[config.mk]
export PLATFORM = sky130hd
export DESIGN_NAME = decode_stage
export DESIGN_NICKNAME = d
export VERILOG_FILES = /design/src/rtl/Packets.sv /design/src/rtl/decode_stage_insn_decoder.sv /design/src/rtl/decode_stage.sv
export SDC_FILE = /design/constraint.sdc
export NUM_CORES = 1
export LEC_CHECK = 0
export ABC_AREA = 1
export CORE_MARGIN = 3
export CORE_UTILIZATION = 50
export CTS_CLUSTER_SIZE = 40
export DETAILED_ROUTE_END_ITERATION = 16
export GPL_TIMING_DRIVEN = 0
export PLACE_DENSITY = 0.76
export SYNTH_ARGS = -nofsm -noshare
export SYNTH_HDL_FRONTEND = slang
export SYNTH_HIERARCHICAL = 1
export SYNTH_SLANG_ARGS = --single-unit
[constraint.sdc]
create_clock -name clk -period 18.4 [get_ports clk]
set_input_delay 3.68 -clock clk [delete_from_list [all_inputs] [get_ports clk]]
set_output_delay 3.68 -clock clk [all_outputs]
set_load 0.1 [all_outputs]
[src/rtl/Packets.sv]
// Shared decode types: op classes, opcode constants, decoded op bundle
// and the skid-buffer occupancy states.
package Packets;

  localparam logic [7:0] OP_NOP    = 8'h00;
  localparam logic [7:0] OP_ADD    = 8'h01;
  localparam logic [7:0] OP_SUB    = 8'h02;
  localparam logic [7:0] OP_LOAD   = 8'h10;
  localparam logic [7:0] OP_STORE  = 8'h11;
  localparam logic [7:0] OP_BRANCH = 8'h20;
  localparam logic [7:0] OP_JUMP   = 8'h21;
  localparam logic [7:0] OP_HALT   = 8'hFF;

  typedef enum logic [2:0] {
    CLS_ALU     = 3'd0,
    CLS_MEM     = 3'd1,
    CLS_BR      = 3'd2,
    CLS_HALT    = 3'd3,
    CLS_ILLEGAL = 3'd4
  } cls_e;

  typedef enum logic [1:0] {
    ST_EMPTY = 2'd0,
    ST_ONE   = 2'd1,
    ST_TWO   = 2'd2
  } occ_e;

  typedef struct packed {
    logic [63:0] pc;
    logic [7:0]  opcode;
    cls_e        cls;
    logic [3:0]  dst;
    logic [3:0]  src1;
    logic [3:0]  src2;
    logic [63:0] imm;
    logic [7:0]  core;
  } decoded_op_t;

  function automatic cls_e op_class(
    input logic [7:0] op
  );
    cls_e c;
    c = CLS_ILLEGAL;
    unique case (1'b1)
      op == OP_NOP,
      op == OP_ADD,
      op == OP_SUB:    c = CLS_ALU;
      op == OP_LOAD,
      op == OP_STORE:  c = CLS_MEM;
      op == OP_BRANCH,
      op == OP_JUMP:   c = CLS_BR;
      op == OP_HALT:   c = CLS_HALT;
      default:         c = CLS_ILLEGAL;
    endcase
    return c;
  endfunction

endpackage

[src/rtl/decode_stage_insn_decoder.sv]
// Pure combinational field split of a raw instruction word.
// Unknown opcodes are tagged ILLEGAL and passed through.
module insn_decoder
  import Packets::*;
(
  input  logic [31:0]  insn,
  input  logic [63:0]  pc,
  input  logic [7:0]   core_id,
  output decoded_op_t  op
);

  always_comb begin
    op        = '0;
    op.pc     = pc;
    op.opcode = insn[31:24];
    op.cls    = op_class(insn[31:24]);
    op.dst    = insn[23:20];
    op.src1   = insn[19:16];
    op.src2   = insn[15:12];
    op.imm    = {{52{insn[11]}}, insn[11:0]};
    op.core   = core_id;
  end

endmodule

[src/rtl/decode_stage.sv]
// Decode stage: insn_decoder feeding a 2-entry skid buffer with halt.
// Define DECODE_STATS_EN to add decoded/stall counters.
module decode_stage
  import Packets::*;
#(
  parameter int unsigned core_id = 0
) (
  input  logic         clk,
  input  logic         rst,
  input  logic         in_valid,
  input  logic [31:0]  in_insn,
  input  logic [63:0]  in_pc,
  output logic         in_ready,
  input  logic         flush,
  output logic         out_valid,
  input  logic         out_ready,
  output decoded_op_t  out_op,
  output logic         halted
`ifdef DECODE_STATS_EN
  ,
  output logic [31:0]  stat_decoded,
  output logic [31:0]  stat_stall_cycles
`endif
);

  localparam logic [7:0] CoreId = 8'(core_id);

  occ_e        state;
  occ_e        state_nxt;
  decoded_op_t dec;
  decoded_op_t buf0;
  decoded_op_t buf1;
  logic        in_xfer;
  logic        out_xfer;

  insn_decoder u_dec (
    .insn    (in_insn),
    .pc      (in_pc),
    .core_id (CoreId),
    .op      (dec)
  );

  assign in_xfer  = in_valid & in_ready;
  assign out_xfer = out_valid & out_ready;
  assign out_op   = buf0;

  always_ff @(posedge clk or posedge rst) begin
    if (rst) state <= ST_EMPTY;
    else     state <= state_nxt;
  end

  always_comb begin
    state_nxt = state;
    if (flush) begin
      state_nxt = ST_EMPTY;
    end else begin
      unique case (state)
        ST_EMPTY: if (in_xfer) state_nxt = ST_ONE;
        ST_ONE: begin
          if (in_xfer && !out_xfer)      state_nxt = ST_TWO;
          else if (out_xfer && !in_xfer) state_nxt = ST_EMPTY;
        end
        ST_TWO: if (out_xfer) state_nxt = ST_ONE;
        default: state_nxt = ST_EMPTY;
      endcase
    end
  end

  // rst gates in_ready so nothing is offered while reset is held
  always_comb begin
    out_valid = (state != ST_EMPTY);
    in_ready  = (state != ST_TWO) && !halted && !flush && !rst;
  end

  always_ff @(posedge clk or posedge rst) begin
    if (rst) begin
      buf0 <= '0;
      buf1 <= '0;
    end else if (!flush) begin
      unique case (state)
        ST_EMPTY: if (in_xfer) buf0 <= dec;
        ST_ONE: begin
          if (in_xfer && out_xfer) buf0 <= dec;
          else if (in_xfer)        buf1 <= dec;
        end
        ST_TWO: if (out_xfer) buf0 <= buf1;
        default: ;
      endcase
    end
  end

  always_ff @(posedge clk or posedge rst) begin
    if (rst)                                halted <= 1'b0;
    else if (flush)                         halted <= 1'b0;
    else if (in_xfer && dec.cls == CLS_HALT) halted <= 1'b1;
  end

`ifdef DECODE_STATS_EN
  always_ff @(posedge clk or posedge rst) begin
    if (rst) begin
      stat_decoded      <= '0;
      stat_stall_cycles <= '0;
    end else begin
      if (in_xfer)
        stat_decoded <= stat_decoded + 32'd1;
      if (out_valid && !out_ready)
        stat_stall_cycles <= stat_stall_cycles + 32'd1;
    end
  end
`endif

endmodule

* Word level (Yosys, flattened, before mapping)
Index checks and enable logic that the tools add are counted.
Storage, ports and cells: logic and storage cells 74, output and inout port bits 162, register bits 261, bits of input ports 101
Cells by class: reduce and logical (&&, ||, !) cells 23, bitwise operators 4, multiplexer cells 13, equal/unequal tests 17
Operator list (number):
- two-way mux 159 bit | 3
- case mux 159 bit (3 select lines) | 1
- equality test 8 x 5 -> 1 bit (second input constant) | 2
- equality test 8 x 6 -> 1 bit (second input constant) | 2
- case mux 3 bit (4 select lines) | 1
- two-way mux 2 bit | 5
- equality test 8 x 1 -> 1 bit (second input constant) | 1
- equality test 8 x 2 -> 1 bit (second input constant) | 1
- equality test 8 bit (second input constant) | 1
- zero test 8 bit | 1
- inequality test 2 bit (second input constant) | 4
- logical AND 1 bit | 7
- inequality test 3 bit (second input constant) | 2
- case mux 2 bit (3 select lines) | 1
- zero test 1 bit | 5
- AND reduction 5 bit | 1
- inequality test 4 bit (second input constant) | 1
- AND reduction 4 bit | 1
- nonzero test 2 bit | 2
- OR reduction 2 bit | 2
- equality test 3 x 2 -> 1 bit (second input constant) | 1
- AND reduction 3 bit | 1
- nonzero test 3 bit | 1
- OR reduction 3 bit | 1
- 6 further kinds | 9

* Logic depth before layout (Yosys ltp)
Gate-level depths: netlist of run 1.
depth after elaboration 11, gate-level depth with buffers 10, depth with buffers taken out 9

* Hierarchy
The synthesis of run 1 kept the hierarchy.
By module, submodules not included:
- decode_stage | cells each 1748, area each 14117.3 µm², instances 1
- insn_decoder | cells each 177, area each 1258.7 µm², instances 1

* Least setup slack after synthesis of run 1
Ideal clock, no wire load.
path type in2out, start point in flush, end point out in_ready, buffers on the path 0, setup slack 9.581 ns, data arrival time 5.139 ns, cell stages on the path 3, required time 14.720 ns, path through nor2_2 > nand2_1 > nor2_1
On the way: longest elaborated chain between the ends 3
RTL lines:
- start: declaration | line decode_stage.sv:14 | input logic flush,
- zero test 1 bit
- logical AND 1 bit (2 in a row) | line decode_stage.sv:72 | in_ready = (state != ST_TWO) && !halted && !flush && !rst;
- end: declaration | line decode_stage.sv:13 | output logic in_ready,
Every way passes these cells.

* Worst setup path after layout of run 1
Ends and elaborated chain as after synthesis.

==> results.md, run 1 <==
- The global route total overflow is 0.
- The count of fill cells added during filler insertion is 2608.
- The slowest stage of the critical path belongs to the cell sky130_fd_sc_hd__clkdlybuf4s50_1.
- The number of design rule violations left after detail routing is 0.
- The final critical path takes up 51.6% of the cycle.
- After the last flow step, the layout net total stands at 2248.
- TritonCTS built the clock tree.
- The tool flagged a number of max-cap violations equal to 0.
- Dividing the detail-routed via count by the number of cells gives 5.09.
- The global router's overall resource usage is 23.7%.
- From bottom edge to top edge, the die measures 181 µm.
- Clock latency on the worst-skew pair, taken at its later pin, is 520 ps.
- The worst pin sits at a relative slew slack of 27.7%.
- The layout overhead on the synthesized area is 23.1%.
- The initial antenna violation count is 4.
- The count of port buffers added during placement is 174.
- Pin placement for this block handled 263 I/O pins.
- The synthesis warning total is 6.
- Walking the worst path, the cells encountered are clkdlybuf4s50_1 > nor2_2 > nand2_1 > nor2_1 > clkdlybuf4s50_1.
- Broken down by cell family, the worst path's largest delay share belongs to buffers and inverters.
- The hold buffer count at CTS is 0.
- The row count is 63.
- The accumulated negative setup slack is 0 ps.
- The number of setup buffers added after CTS is 0.
- The tree is rooted in a sky130_fd_sc_hd__clkbuf_16.
- Sequential elements use 52.2% of the synthesized area.
- The depth of the CTS H-tree is 2.
- The average wire length per cell after detail routing is 15.5 µm.
- The first detailed-routing pass ran for 5 iterations.
- For this block, the via count after detailed routing is 13.0k.
- The routed design has 39.6 mm of wire.
- The maximum clock skew at final layout is 9.88 ps.
- The horizontal die dimension is 181 µm.
- The synthesized flop and latch total is 321.
- The flop-to-flop setup slack is 15930 ps.
- The final max-slew violation count was 0.
- At the end of the flow the core is filled with cells to 63.2%.
- The share of Yosys cell area claimed by the top area cell type is 52.2%.
- The worst hold path belongs to the class flop to flop.
- In this run the remaining antenna-violating nets after routing total 0.
- The actual slew at the worst max-slew pin is 1080 ps.
- The final number of hold-violating endpoints came to 0.
- Timing would allow up to 105 MHz.
- The worst hold path was traced through 2 stages.
- The TritonCTS buffer count is 37.
- The largest net degree at the start of global routing is 117.
- The run finished with clean final reports.
- In this run the worst path has a maximum fanout of 5.
- The number of antenna diodes in the final layout is 0.
- The register clock-pin slew on the reported worst setup and hold paths is 60 ps.
- The cell area that synthesis handed to floorplanning was 15400 µm².
- The kind of start point of the critical path is a primary input.
- Ranked by total cell area, the synthesized netlist is headed by sky130_fd_sc_hd__dfrtp_1 (52%), sky130_fd_sc_hd__nand2_1 (16%), sky130_fd_sc_hd__o21ai_0 (9.1%).
- Of the cells placed in the final design, the portion with a size suffix greater than 1 is 13.3%.
- The core region is 30000 µm².
- The number of global-route vias before repair is 12.9k.
- The top cell types in the final layout, fill and taps aside, are sky130_fd_sc_hd__nand2_1 (650), sky130_fd_sc_hd__dfrtp_1 (321), sky130_fd_sc_hd__o21ai_0 (279), sky130_fd_sc_hd__clkdlybuf4s50_1 (174), sky130_fd_sc_hd__inv_1 (168).
- The synthesized instance count is 1925.
- Setup violations remaining at the end of the flow were counted as 0.
- At the end of routability-driven placement, the weighted congestion stood at 0.821.
- The number of gates resized after cts is 0.
- The average instance in the mapped netlist occupies 7.99 µm².
- The die area is 32900 µm².
- The clock passes through at most 3 buffers.
- The first global-routing pass estimated 64.6 mm of wire.
- The sink count of the clock tree is 321.
- Setup repair after global routing left no endpoint under its margin.
- The number of distinct library cell variants in the gate-level netlist after synthesis is 22.
- The critical path contains buffers and inverters numbering 2 combined.
- At the worst endpoint, the required time is 14720 ps.
- The detailed router finished its first iteration with 1048 violations.
- Summing all flip-flop and latch instances after layout gives 8030 µm².
- The cell count of the worst reg-to-reg path is 7.
- The type of the worst setup path is primary input to output port.
- Summed over all nets, the half-perimeter wirelength after detailed placement is 27.5 mm.
- Data arrives at the worst endpoint at 5810 ps.
- The worst path needs 9490 ps of the cycle, external delays included.
- The cell occurring most often along the worst timing path is sky130_fd_sc_hd__clkdlybuf4s50_1.
- The critical path crosses 5 cells after its start point.
- The most common cell after layout, fill and taps aside is sky130_fd_sc_hd__nand2_1.
- The endpoint type of the worst setup path is an output port.
- Once the floorplan was initialized, standard cells occupied 51.3% of the core.
- The cell taking the most area after synthesis is sky130_fd_sc_hd__dfrtp_1.
- The delay contributed by the slowest stage of the critical path is 1200 ps.
- The area used by multi-input combinational logic is 5020 µm².
-- Yosys cell counts --
cell and number:
sky130_fd_sc_hd__o21ai_0 279, sky130_fd_sc_hd__inv_2 1, sky130_fd_sc_hd__buf_2 66, sky130_fd_sc_hd__o31ai_1 1
sky130_fd_sc_hd__conb_1 1, sky130_fd_sc_hd__nand2_1 650, sky130_fd_sc_hd__a21oi_1 2, sky130_fd_sc_hd__nor2_2 1
sky130_fd_sc_hd__buf_1 4, sky130_fd_sc_hd__nor2_1 12, sky130_fd_sc_hd__o21ai_2 1, sky130_fd_sc_hd__nand3_1 164
sky130_fd_sc_hd__o21ai_1 40, sky130_fd_sc_hd__dfrtp_1 321, sky130_fd_sc_hd__o21bai_2 1, sky130_fd_sc_hd__a21oi_4 1
sky130_fd_sc_hd__nand4_1 2, sky130_fd_sc_hd__nand4_2 1, sky130_fd_sc_hd__inv_1 169, sky130_fd_sc_hd__clkbuf_1 51
sky130_fd_sc_hd__buf_4 156, sky130_fd_sc_hd__nand2_2 1
-- worst min-delay path, delay by kind of cell, from the launching register on --
kind	cells	cell delay (ps)
DFF	1	340
and+or+nand+nor	2	90
-- metrics by stage --
| step | setup WS, ps | hold WS, ps | cells | instance area, µm² |
|---|---|---|---|---|
| finish | 8910 | 465 | 2562 | 18900 |
| global route | 8830 | 488 | 2562 | 18900 |
| CTS | 8940 | 472 | 2562 | 18900 |
| detailed placement | 8960 | 457 | 2498 | 17700 |
| global placement | 1990 | 453 | 2496 | 17600 |
| floorplan | 5840 | 453 | 1932 | 15400 |
-- cell type report --
| cell class | instances | share of cell area, % |
|---|---|---|
| multi-input cells | 1164 | 26.5 |
| clock inverters | 6 | 0.357 |
| plain buffers | 277 | 9.02 |
| clock buffers | 58 | 6.17 |
| flip-flops and latches | 321 | 42.4 |
| well taps | 390 | 2.58 |
| inverters | 170 | 3.41 |
| repair buffers | 176 | 9.49 |
-- logic make-up (layout without fill, tap and decap cells) --
family,count (synthesis),in the layout,share of synthesized area (%)
AND/OR/NAND/NOR,831,831,21.7
flip-flops,321,321,52.2
buffers and inverters,447,687,15.3
other,1,8,0.0244
AO/OA/AOI/OAI,325,325,10.7
-- metal layers --
layer | track usage, % | part of all wire (%) | vias up
met5 | 0 | 0.13 | -
met2 | 38.5 | 46 | 442
met3 | 5.50 | 7.4 | 78
met4 | 7.16 | 2.7 | 8
met1 | 31.8 | 43 | 6153
li1 | - | - | 6355
-- final timing paths --
check,startpoint,to
max,flush,in_ready
min,out_op[50]$_DFFE_PP0P_,out_op[50]$_DFFE_PP0P_
max reg2reg,state[1]$_DFFE_PP0P_,out_op[0]$_DFFE_PP0P_
min reg2reg,out_op[50]$_DFFE_PP0P_,out_op[50]$_DFFE_PP0P_
max in group asynchronous,rst,out_op[101]$_DFFE_PP0P_
min in group asynchronous,rst,halted$_DFFE_PP0P_
-- flip-flops by register name (all words and copies together) (netlist names) --
| signal | flops |
|---|---|
| state | 2 |
| buf1 | 159 |
| halted | 1 |
| out_op | 159 |
Power of run 1 is not shown: default switching activity piles up to over one toggle a cycle in this logic, so the estimate is an artifact.
==> run 2: changes to the inputs <==
CORE_UTILIZATION = 49   (was 50)
PLACE_DENSITY = 0.78   (was 0.76)
clock period = 7.6 ns   (was 18.4 ns; I/O delays follow)
==> run 2 against run 1 <==
Effect of this change: global-route usage is 0.36 points higher; non-clock buffer count up 7; sequential share of layout area down 0.18 points; utilization shrank 1.4 points.
==> results.md, run 2 (synthesis gave the netlist of run 1 again) <==
- The flow ran to the end, and the final reports show no timing, DRC or antenna violations.
- Broken down by cell family, the worst path's largest delay share belongs to buffers and inverters.
- The final period utilization is 67.8%.
- The final weighted congestion of routability-driven global placement is 0.840 (+2.3%).
- The library cells used most frequently in the layout, excluding fill and tap cells, are sky130_fd_sc_hd__nand2_1 (650), sky130_fd_sc_hd__dfrtp_1 (321), sky130_fd_sc_hd__o21ai_0 (279), sky130_fd_sc_hd__clkdlybuf4s50_1 (174), sky130_fd_sc_hd__inv_1 (168).
- The critical path starts at flush.
- The clock tree from TritonCTS is done.
- The number of I/O pins was 263 (unchanged).
- The y dimension of the die is 183 µm (+0.98%).
- The kind of start point of the critical path is a primary input.
- The sink count of the clock tree is 321 (unchanged).
- The violation count after the first detailed-routing iteration is 1152 (+9.9%).
- The number of nets still failing antenna checks after routing was 0 (unchanged).
- The wire length of the first global-routing pass came to 65.6 mm (+1.6%).
- The detailed router used layers up to and including met5.
- The type of the worst setup path is primary input to output port.
- The detailed-routed wire length on met3 came to 3.44 mm (+16%).
- The count of port buffers added during placement was 174 (unchanged).
- The final number of hold-violating endpoints is 0 (unchanged).
- The die area came to 33500 µm² (+2.0%).
- The number of gates resized after cts is 0 (unchanged).
- The horizontal die dimension was 183 µm (+0.98%).
- The startpoint identified for the worst register-to-register timing path is state[1]$_DFFE_PP0P_.
- The maximum clock skew at final layout came to 12.6 ps (+2.71 ps).
- The root buffer cell is sky130_fd_sc_hd__clkbuf_16.
- The number of maximum-capacitance violations is 0 (unchanged).
- The wire length reported by the detailed router was 40.4 mm (+2.0%).
- The number of global-route vias before repair came to 13.2k (+2.5%).
- The path class of the tightest hold or removal check is flop to flop.
- The shortest clock period the worst path allows after layout is 5150 ps.
- The initial antenna violation count is 4 (unchanged).
- The average wire length per cell after detail routing is 15.7 µm (+1.6%).
- The cell count of the worst reg-to-reg path is 7 (unchanged).
- The number of design rule violations left after detail routing is 0 (unchanged).
- The worst slew slack as a fraction of its limit came to 26.9% (-0.78 points).
- The required time reported for the critical path endpoint is 6080 ps (-8640 ps).
- Setup repair after global routing left no endpoint under its margin.
- From synthesis to final layout, the design area changed by 23.6%.
- The final net count is 2254 (+0.27%).
- The register clock-pin slew on the reported worst setup and hold paths is 50 ps (about the same).
- The cell occurring most often along the worst timing path is sky130_fd_sc_hd__clkdlybuf4s50_1.
- The routed length on met1 came to 17.1 mm (-0.69%).
- The largest net degree at the start of global routing was 54 (-54%).
- The detailed-routed wire length on met2 is 18.6 mm (+1.4%).
- The finished layout cell area is 19000 µm² (+0.44%).
- The number of iterations in the first detailed-routing pass is 5 (unchanged).
- The library cell used most frequently in the layout, excluding fill and tap cells, is sky130_fd_sc_hd__nand2_1.
- The startpoint identified for the worst hold timing path is out_op[90]$_DFFE_PP0P_.
- The total vias in the final route came to 13.1k (+0.57%).
- The maximum fanout encountered on the critical timing path is 5 (unchanged).
- The setup-violating endpoint count in the final report was 0 (unchanged).
- The data arrival time of the critical path is 3630 ps (-2180 ps).
- The final-layout worst hold slack came to 465 ps (-0.210 ps).
- The half-perimeter wire length after placement is 28.6 mm (+3.8%).
- The routed via count divided by cell count came to 5.10 (+0.18%).
- The post-place instance area is 17800 µm² (+0.77%).
- The slowest cell on the critical path is sky130_fd_sc_hd__clkdlybuf4s50_1.
- The instance count along the most critical hold path is 2 (unchanged).
- The final critical-path setup slack is 2450 ps (-6460 ps).
- The area of the core came to 30700 µm² (+2.7%).
- The number of buffers and inverters on the critical path is 2 (unchanged).
- The hold buffer count at CTS was 0 (unchanged).
- Traced cell by cell, the critical path runs through clkdlybuf4s50_1 > nor2_2 > nand2_1 > nor2_1 > clkdlybuf4s50_1.
- The endpoint type of the worst setup path is an output port.
- The count of buffers added by post-CTS timing repair for setup is 0 (unchanged).
- The fraction of layout cells with a size suffix above 1 is 13.5% (+0.17 points).
- The actual slew at the worst max-slew pin is 1090 ps (+11.7 ps).
- The delay contributed by the slowest stage of the critical path came to 1210 ps (about the same).
- The depth of the critical timing path with buffers and inverters included was 5 (unchanged).
- The global router's overall resource usage is 24.0% (+0.36 points).
- Derived from the worst setup path, the maximum achievable clock frequency is 194 MHz.
- The worst slack after detailed placement is 2500 ps (-6460 ps).
- The clock latency reported for the late side of the worst-skew pair is 520 ps (about the same).
- The TritonCTS buffer count is 36 (-2.7%).
- The final max-slew violation count is 0 (unchanged).
- The depth of the CTS H-tree is 2 (unchanged).
- The row count is 64 (+1.6%).
- The effective utilization at floorplan is 50.0% (-1.3 points).
- The accumulated negative setup slack is 0 ps (unchanged).
- The global route total overflow came to 0 (unchanged).
- The maximum root-to-sink buffer count is 3 (unchanged).
run 2: path summary, 6_finish.rpt:
path / end / slack [ps]
max: in_ready / 2450
min: out_op[90]$_DFFE_PP0P_ / 460
max reg2reg: out_op[2]$_DFFE_PP0P_ / 5120
min reg2reg: out_op[90]$_DFFE_PP0P_ / 460
max in group asynchronous: out_op[29]$_DFFE_PP0P_ / 4840
min in group asynchronous: halted$_DFFE_PP0P_ / 1490
run 2: final cells by class:
cell class,instances,area (µm²)
antenna,1,2.50
clock buffer,53,1070
clock inverter,7,104
timing repair buffer,183,1930
fill,2652,11700
inverter,170,642
multi-input combinational,1164,5020
buffer,277,1710
sequential,321,8030
tap,396,495
run 2: stage by stage:
stage | cells | utilization [%]
after floorplan | 1932 | -
after global placement | 2502 | 57.4
after detailed placement | 2511 | 58.0
after CTS | 2571 | 61.8
after global routing | 2572 | 61.8
final | 2572 | 61.8
run 2: metal layers:
layer / vias to the layer above / global-route usage [%]
li1: 6360 / -
met1: 6182 / 31.6
met2: 470 / 39.2
met3: 92 / 6.17
met4: 6 / 8.14
met5: - / 0
run 2: worst register-to-register path, cell delays in order, from the launching register on:
cell	delay, ps
sky130_fd_sc_hd__dfrtp_1	420
sky130_fd_sc_hd__nand2_2	150
sky130_fd_sc_hd__nand4_2	170
sky130_fd_sc_hd__a21oi_4	370
sky130_fd_sc_hd__clkbuf_1	740
sky130_fd_sc_hd__buf_2	370
sky130_fd_sc_hd__nand3_1	120
sky130_fd_sc_hd__nand2_1	80
Power of run 2 is left out for the same reason.
==> run 3: changes to the inputs <==
clock period = 4.6 ns   (was 7.6 ns; I/O delays follow)
==> results of run 3 <==
The final DEF is identical to that of run 2. Status: completed.
Among the figures that moved: setup slack after placement 2500 ps -> 697 ps; setup slack after layout 2450 ps -> 651 ps; register-to-register setup slack 5120 ps -> 2120 ps
Power of run 3 is left out for the same reason.
